<file path="src/rtl/reaction_pkg.sv">
// Shared types and constants for the reaction-time round sequencer.
// State encoding, LFSR seed/taps and a log2 helper for the averaging shift.
package reaction_pkg;

  typedef enum logic [2:0] {
    IDLE,
    ARM,
    WAIT,
    LIT,
    SHOW,
    DONE
  } state_t;

  localparam logic [15:0] LFSR_SEED = 16'hACE1;

  // x^16+x^14+x^13+x^11+1 on a register shifting toward bit 0
  localparam logic [15:0] LFSR_TAPS = 16'h002D;

  function automatic int clog2(input int v);
    int r;
    r = 0;
    while ((1 << r) < v) begin
      r++;
    end
    return r;
  endfunction

endpackage

</file>
<file path="src/rtl/reaction_lfsr16.sv">
// Free-running 16-bit Fibonacci LFSR feeding the random wait delay.
// A zero state can only come from a fault and is steered back to the seed.
module reaction_lfsr16
  import reaction_pkg::*;
(
  input  logic        clk,
  input  logic        rst,
  output logic [15:0] q
);

  logic [15:0] r_q;
  logic        w_fb;

  assign w_fb = ^(r_q & LFSR_TAPS);

  always_ff @(posedge clk) begin
    if (rst) begin
      r_q <= LFSR_SEED;
    end else if (r_q == '0) begin
      r_q <= LFSR_SEED;
    end else begin
      r_q <= {w_fb, r_q[15:1]};
    end
  end

  assign q = r_q;

endmodule

</file>
<file path="src/rtl/reaction_round_sequencer.sv">
// Multi-round reaction game controller: random wait, LED, latency
// measurement in ms, false-start/timeout detection, best and average.
module reaction_round_sequencer
  import reaction_pkg::*;
#(
  parameter int CLK_PER_MS     = 10000,
  parameter int ROUNDS         = 4,
  parameter int MIN_DELAY_MS   = 500,
  parameter int DELAY_RANGE_MS = 1024,
  parameter int HOLD_MS        = 1000,
  parameter int TIME_W         = 10
) (
  input  logic              clk,
  input  logic              rst,
  input  logic              start,
  input  logic              button,
  input  logic              abort,
  output logic              led,
  output logic              busy,
  output logic [3:0]        round_idx,
  output logic [TIME_W-1:0] result_ms,
  output logic              result_valid,
  output logic              false_start,
  output logic [TIME_W-1:0] best_ms,
  output logic [TIME_W-1:0] avg_ms,
  output logic              done
);

  localparam int PS_W  = clog2(CLK_PER_MS);
  localparam int DLY_W = clog2(MIN_DELAY_MS + DELAY_RANGE_MS);
  localparam int HLD_W = clog2(HOLD_MS + 1);
  localparam int SUM_W = TIME_W + 4;
  localparam int RSH   = clog2(ROUNDS);

  localparam logic [TIME_W-1:0] MAX_MS    = '1;
  localparam logic [PS_W-1:0]   PS_LAST   = PS_W'(CLK_PER_MS - 1);
  localparam logic [HLD_W-1:0]  HOLD_LAST = HLD_W'(HOLD_MS - 1);
  localparam logic [3:0]        RND_LAST  = 4'(ROUNDS - 1);

  state_t r_state;
  state_t w_state_n;

  logic [15:0]       w_lfsr;
  logic [PS_W-1:0]   r_ps;
  logic [DLY_W-1:0]  r_dly;
  logic [DLY_W-1:0]  w_dly_load;
  logic [TIME_W-1:0] r_ms;
  logic [HLD_W-1:0]  r_hold;
  logic [SUM_W-1:0]  r_sum;
  logic [3:0]        r_round;
  logic [TIME_W-1:0] r_result;
  logic [TIME_W-1:0] r_best;
  logic [TIME_W-1:0] r_avg;
  logic              r_rv;
  logic              r_fs;
  logic              r_led;
  logic              r_start_q;
  logic              r_btn_q;

  logic w_go;
  logic w_press;
  logic w_tick;
  logic w_new_game;
  logic w_load_dly;
  logic w_dly_dec;
  logic w_fs;
  logic w_lit;
  logic w_hit;
  logic w_tmo;
  logic w_ms_inc;
  logic w_hold_inc;
  logic w_next;
  logic w_finish;

  reaction_lfsr16 u_lfsr (
    .clk (clk),
    .rst (rst),
    .q   (w_lfsr)
  );

  assign w_go    = start & ~r_start_q;
  assign w_press = button & ~r_btn_q;
  assign w_tick  = (r_ps == PS_LAST);

  assign w_dly_load = DLY_W'(MIN_DELAY_MS)
                    + DLY_W'(w_lfsr & 16'(DELAY_RANGE_MS - 1));

  always_ff @(posedge clk) begin
    if (rst) begin
      r_state <= IDLE;
    end else begin
      r_state <= w_state_n;
    end
  end

  // abort overrides every strobe so no result or done can leak out
  always_comb begin
    w_state_n  = r_state;
    w_new_game = 1'b0;
    w_load_dly = 1'b0;
    w_dly_dec  = 1'b0;
    w_fs       = 1'b0;
    w_lit      = 1'b0;
    w_hit      = 1'b0;
    w_tmo      = 1'b0;
    w_ms_inc   = 1'b0;
    w_hold_inc = 1'b0;
    w_next     = 1'b0;
    w_finish   = 1'b0;
    if (abort && (r_state != IDLE)) begin
      w_state_n = IDLE;
    end else begin
      unique case (r_state)
        IDLE: begin
          if (w_go) begin
            w_new_game = 1'b1;
            w_state_n  = ARM;
          end
        end
        ARM: begin
          if (!button) begin
            w_load_dly = 1'b1;
            w_state_n  = WAIT;
          end
        end
        WAIT: begin
          if (w_press) begin
            w_fs      = 1'b1;
            w_state_n = SHOW;
          end else if (r_dly == '0) begin
            w_lit     = 1'b1;
            w_state_n = LIT;
          end else if (w_tick) begin
            w_dly_dec = 1'b1;
          end
        end
        LIT: begin
          if (w_press) begin
            w_hit     = 1'b1;
            w_state_n = SHOW;
          end else if (r_ms == MAX_MS) begin
            w_tmo     = 1'b1;
            w_state_n = SHOW;
          end else if (w_tick) begin
            w_ms_inc = 1'b1;
          end
        end
        SHOW: begin
          if (w_tick) begin
            if (r_hold != HOLD_LAST) begin
              w_hold_inc = 1'b1;
            end else if (r_round == RND_LAST) begin
              w_finish  = 1'b1;
              w_state_n = DONE;
            end else begin
              w_next    = 1'b1;
              w_state_n = ARM;
            end
          end
        end
        DONE: begin
          w_state_n = IDLE;
        end
        default: begin
          w_state_n = IDLE;
        end
      endcase
    end
  end

  always_ff @(posedge clk) begin
    if (rst || (w_state_n != r_state) || w_tick) begin
      r_ps <= '0;
    end else begin
      r_ps <= r_ps + PS_W'(1);
    end
  end

  always_ff @(posedge clk) begin
    if (rst) begin
      r_start_q <= 1'b0;
      r_btn_q   <= 1'b0;
      r_dly     <= '0;
      r_ms      <= '0;
      r_hold    <= '0;
      r_sum     <= '0;
      r_round   <= '0;
      r_result  <= '0;
      r_best    <= MAX_MS;
      r_avg     <= '0;
      r_rv      <= 1'b0;
      r_fs      <= 1'b0;
      r_led     <= 1'b0;
    end else begin
      r_start_q <= start;
      r_btn_q   <= button;
      r_rv      <= 1'b0;
      r_led     <= (w_state_n == LIT);
      if (w_new_game) begin
        r_round <= '0;
        r_sum   <= '0;
        r_best  <= MAX_MS;
        r_fs    <= 1'b0;
      end
      if (w_load_dly) begin
        r_dly <= w_dly_load;
      end else if (w_dly_dec) begin
        r_dly <= r_dly - DLY_W'(1);
      end
      if (w_lit) begin
        r_ms <= '0;
      end else if (w_ms_inc) begin
        r_ms <= r_ms + TIME_W'(1);
      end
      // false start and timeout both score as the worst time
      if (w_fs || w_tmo) begin
        r_result <= MAX_MS;
        r_rv     <= 1'b1;
        r_sum    <= r_sum + SUM_W'(MAX_MS);
      end
      if (w_fs) begin
        r_fs <= 1'b1;
      end
      if (w_hit) begin
        r_result <= r_ms;
        r_rv     <= 1'b1;
        r_sum    <= r_sum + SUM_W'(r_ms);
        if (r_ms < r_best) begin
          r_best <= r_ms;
        end
      end
      if (w_fs || w_hit || w_tmo) begin
        r_hold <= '0;
      end else if (w_hold_inc) begin
        r_hold <= r_hold + HLD_W'(1);
      end
      if (w_next) begin
        r_round <= r_round + 4'd1;
      end
      if (w_finish) begin
        r_avg <= TIME_W'(r_sum >> RSH);
      end
    end
  end

  assign led          = r_led;
  assign busy         = (r_state != IDLE);
  assign round_idx    = r_round;
  assign result_ms    = r_result;
  assign result_valid = r_rv;
  assign false_start  = r_fs;
  assign best_ms      = r_best;
  assign avg_ms       = r_avg;
  assign done         = (r_state == DONE);

endmodule

</file>
<file path="config.mk">
export PLATFORM = sky130hd
export DESIGN_NAME = reaction_round_sequencer
export DESIGN_NICKNAME = d
export VERILOG_FILES = /design/src/rtl/reaction_pkg.sv /design/src/rtl/reaction_lfsr16.sv /design/src/rtl/reaction_round_sequencer.sv
export SDC_FILE = /design/constraint.sdc
export NUM_CORES = 1
export LEC_CHECK = 0
export BUFFER_PORTS_ARGS = -buffer_cell sky130_fd_sc_hd__buf_2
export CORE_AREA = 10 10 112 114
export CTS_CLUSTER_SIZE = 25
export DETAILED_ROUTE_END_ITERATION = 12
export DIE_AREA = 0 0 122 124
export HOLD_SLACK_MARGIN = 0.06
export PLACE_DENSITY = 0.81
export SYNTH_ARGS = -nofsm -noshare
export SYNTH_HDL_FRONTEND = slang
export SYNTH_SLANG_ARGS = --single-unit
</file>
<file path="constraint.sdc">
create_clock -name clk -period 2.7 [get_ports clk]
set_input_delay 0.54 -clock clk [delete_from_list [all_inputs] [get_ports clk]]
set_output_delay 0.54 -clock clk [all_outputs]
set_load 0.01 [all_outputs]
</file>
==> flow_metrics.tcl <==
set metrics [dict create \
    maxCapViolCount 0 \
    antenna_found_initial 0 \
    synth_seq_area_share_pct 38.2 \
    synth_area_leaders "dfxtp_1 (38%), ha_1 (5.6%), nor2_1 (5.4%)" \
    drt.antenna.violating_nets 0 \
    crit_family "simple AND/OR/NAND/NOR gates" \
    syn_area_sq_um 6020 \
    synth_adder_area_share_pct 5.94 \
    crit_path_frequent_cell "nor2_1" \
    track_usage_pct 20.8 \
    muxShareOfSynthArea_pct 2.33 \
    status "finished, final reports clean" \
    max_freq_mhz 406 \
    yosys.area_share.simple_pct 26.4 \
    grt_pass1_vias 5266 \
    period_share_pct 91.1 \
    wl_per_cell_um 16.7 \
    pwr-share-comb_pct 5.7 \
    yosysTopAreaCell "dfxtp_1" \
    viasPerCell 5.93 \
    area.sequential_sq_um 2300 \
    place.gp.congestion 0.900 \
    setup_viol 0 \
    critPathRequiredTime_ps 3100 \
    drt_iter0_markers 461 \
    postCtsSetupRepairBufs 0 \
    final_cells 910 \
    pwr-share-clk_pct 54.0 \
    rsz0062_at_grt "no" \
    yosysWarnings 0 \
    ios 44 \
    crit_path_max_fanout 10 \
    place_inst 878 \
    p_int_uw 3430 \
    wirelength_mm 15.2 \
    power.switching_uw 955 \
    ctsLongestPathBuffers 2 \
    power_leakage_uw 0.00301 \
    cp_cell_sequence "or4b_4, or4_4, nor2_1, and3_1, buf_4, mux2i_1, nor2_1" \
    slew_violations 0 \
    cts_root_buf "clkbuf_8" \
    tightest_slew_ps 662 \
    worstSetupPathDepth 7 \
    drtPass1Iterations 5 \
    n_antenna_cell 0 \
    grt.overflow.total 0 \
    cts_hold_buf 0 \
    initial_core_util_pct 58.9 \
    reg2reg_slack_ps 240 \
    slowest_stage "or4_4" \
    rr_worst_depth 7 \
    die_w_um 122 \
    fin_crit_ps 2460 \
    synth_fp_nets 743 \
    synth_top_family_by_area "simple AND/OR/NAND/NOR gates" \
    fin_nets 794 \
    htree_levels 4 \
    final_layout_size_suffix_gt1_share_pct 15.5 \
    async_flop_share_pct 0 \
    multi_input_area_sq_um 3490 \
    worstSkewPairLatency_ps 530 \
    syn_area_per_cell_sq_um 8.49 \
    cts_tree "built" \
    hpwlAfterDp_mm 10.5 \
    powerDensity_nw_per_um2 621 \
    startpoint "r_ps[7]" \
    grt_max_degree 34 \
    cp.arrival_ps 2860 \
    skew_ps 7.54 \
    synth-edff-count 0 \
    area_growth_pct 17.2 \
    die_area_sq_um 15100 \
    synth.distinct_cells 69 \
    setup.worst_path.start_class "flip-flop" \
    synth_ff_type "dfxtp_1" \
    slowest_delay_ps 590 \
    numCtsBuffers 17 \
    synth_seq_cells 115 \
    place.port_buffers 43 \
    tns_ps 0 \
    fill_cells 786 \
    end_kind "flip-flop" \
    sw_frac_of_total_pct 21.8 \
    synth-xor-area-share_pct 7.41 \
    critPathBufInv 1 \
    core.rowCount 37 \
    path_clk_slew_ps 50 \
    cp-endpoint "avg_ms[1]" \
    cts_resized 0 \
    drc 0 \
    synth_compound_area_share_pct 15.9 \
    min_path_type "primary input to flip-flop" \
    worstReg2RegStart "r_ps[7]" \
    vdd_drop_max_mv 0.346 \
    core_region_area_sq_um 10200 \
    synth_top_area_share_pct 38.2 \
    clock_sinks 115 \
    seqPwrFrac_pct 40.3 \
    timing_hold_violations_final 0 \
    num_vias 5399 \
    slew_headroom_pct 55.9 \
    fp.dieH_um 124 \
    r2r-end "avg_ms[1]" \
    grt_first_pass_wirelength_mm 25.5 \
    syn-instance-count 710 \
    critical_path_class "flip-flop to flip-flop" \
]
## synthesized netlist by cell type, drive strengths merged (10+ instances only)
cell / count
and3: 20
nand3: 21
nor3: 27
ha: 27
o21bai: 12
a21oi: 38
o21ai: 34
a211oi: 11
nand2: 44
xor2: 31
dfxtp: 115
mux2i: 14
nand4: 10
xnor2: 20
inv: 26
nor2: 93
nor2b: 16
clkbuf: 29
## layout make-up
type                       count  share of cell area (%)
clock buffer                  21                    6.22
clock inverter                11                    2.59
inverter                      27                    1.44
multi-input combinational    536                    49.5
sequential                   115                    32.6
tap                          136                    2.41
timing repair buffer          64                    5.28
## per-layer routing
layer	up-vias	part of all wire [%]	wire (um)	GRT usage (%)
met4	0	1.9	287	8.87
met5	-	0	0	0
met1	2548	42	6360	23.6
li1	2633	-	-	-
met2	188	50	7670	36.0
met3	30	6.0	913	5.70
## worst min-delay path by stage
stage | from | endpoint | slack (ps) | cells past startpoint
after floorplan | r_ps[0] | r_ps[0] | 410 | 1
after global placement | r_ps[0] | r_ps[0] | 420 | 1
after detailed placement | r_ps[0] | r_ps[0] | 430 | 1
after CTS | start | r_start_q | 230 | 2
after global routing | start | r_start_q | 240 | 2
final | start | r_start_q | 250 | 2
## worst reg2reg max path: stages (launching register included)
cell     delay, ps
dfxtp_1        340
or4b_4         550
or4_4          590
nor2_1         150
and3_1         200
buf_4          230
mux2i_1        220
nor2_1          60
## stage by stage
| step | area [sq um] | utilization (%) | hold WS, ps | total power (uW) | worst slack, ps |
|---|---|---|---|---|---|
| 2_1_floorplan | 6020 | - | 413 | 1980 | 324 |
| 3_3_place_gp | 6440 | 62.9 | 421 | 2030 | 300 |
| 3_5_place_dp | 6440 | 62.9 | 429 | 2050 | 242 |
| 4_1_cts | 7060 | 69.0 | 231 | 4410 | 241 |
| 5_1_grt | 7060 | 69.0 | 244 | 4530 | 91.1 |
| 6_report | 7060 | 69.0 | 246 | 4390 | 239 |
## cell families (layout without fill, tap and decap cells)
group | Yosys count | in the layout
compound gates | 146 | 146
xor+xnor | 51 | 51
fa+ha+maj | 28 | 28
buf+inv | 59 | 123
flops | 115 | 115
mux | 14 | 14
simple gates | 297 | 297
## sequential cells by signal, summed over array words and instances, names as in the netlist, 3 cells and up
register / cells
r_dly: 11
r_ms: 10
best_ms: 10
r_sum: 12
avg_ms: 10
result_ms: 10
r_hold: 10
u_lfsr.q: 16
r_ps: 14
r_state: 3
round_idx: 4
## cells in the final DEF, fill, tap and decap left out, drive strengths merged, types with 7 or more instances in the layout
cell,synthesis,layout
mux2i,14,14
a31oi,8,8
nand2b,9,9
and3,20,20
xnor2,20,20
nor3,27,27
o21ai,34,34
buf,3,64
ha,27,27
a211oi,11,11
a21o,8,8
nor2b,16,16
nor3b,9,9
or2,8,8
clkbuf,29,21
nor2,93,93
nand4,10,10
or4,7,7
inv,26,26
o21bai,12,12
nand2,44,44
nor4,8,8
dfxtp,115,115
xor2,31,31
nand3,21,21
a21oi,38,38
## power groups by stage
stage               clock network [uW]  logic [uW]  registers [uW]
floorplan                            0         184            1790
detailed placement                   0         245            1800
CTS                               2390         249            1770
global placement                     0         234            1800
finish                            2370         251            1770
global route                      2480         277            1770
Note: power is estimated with default switching activity, not from simulation.
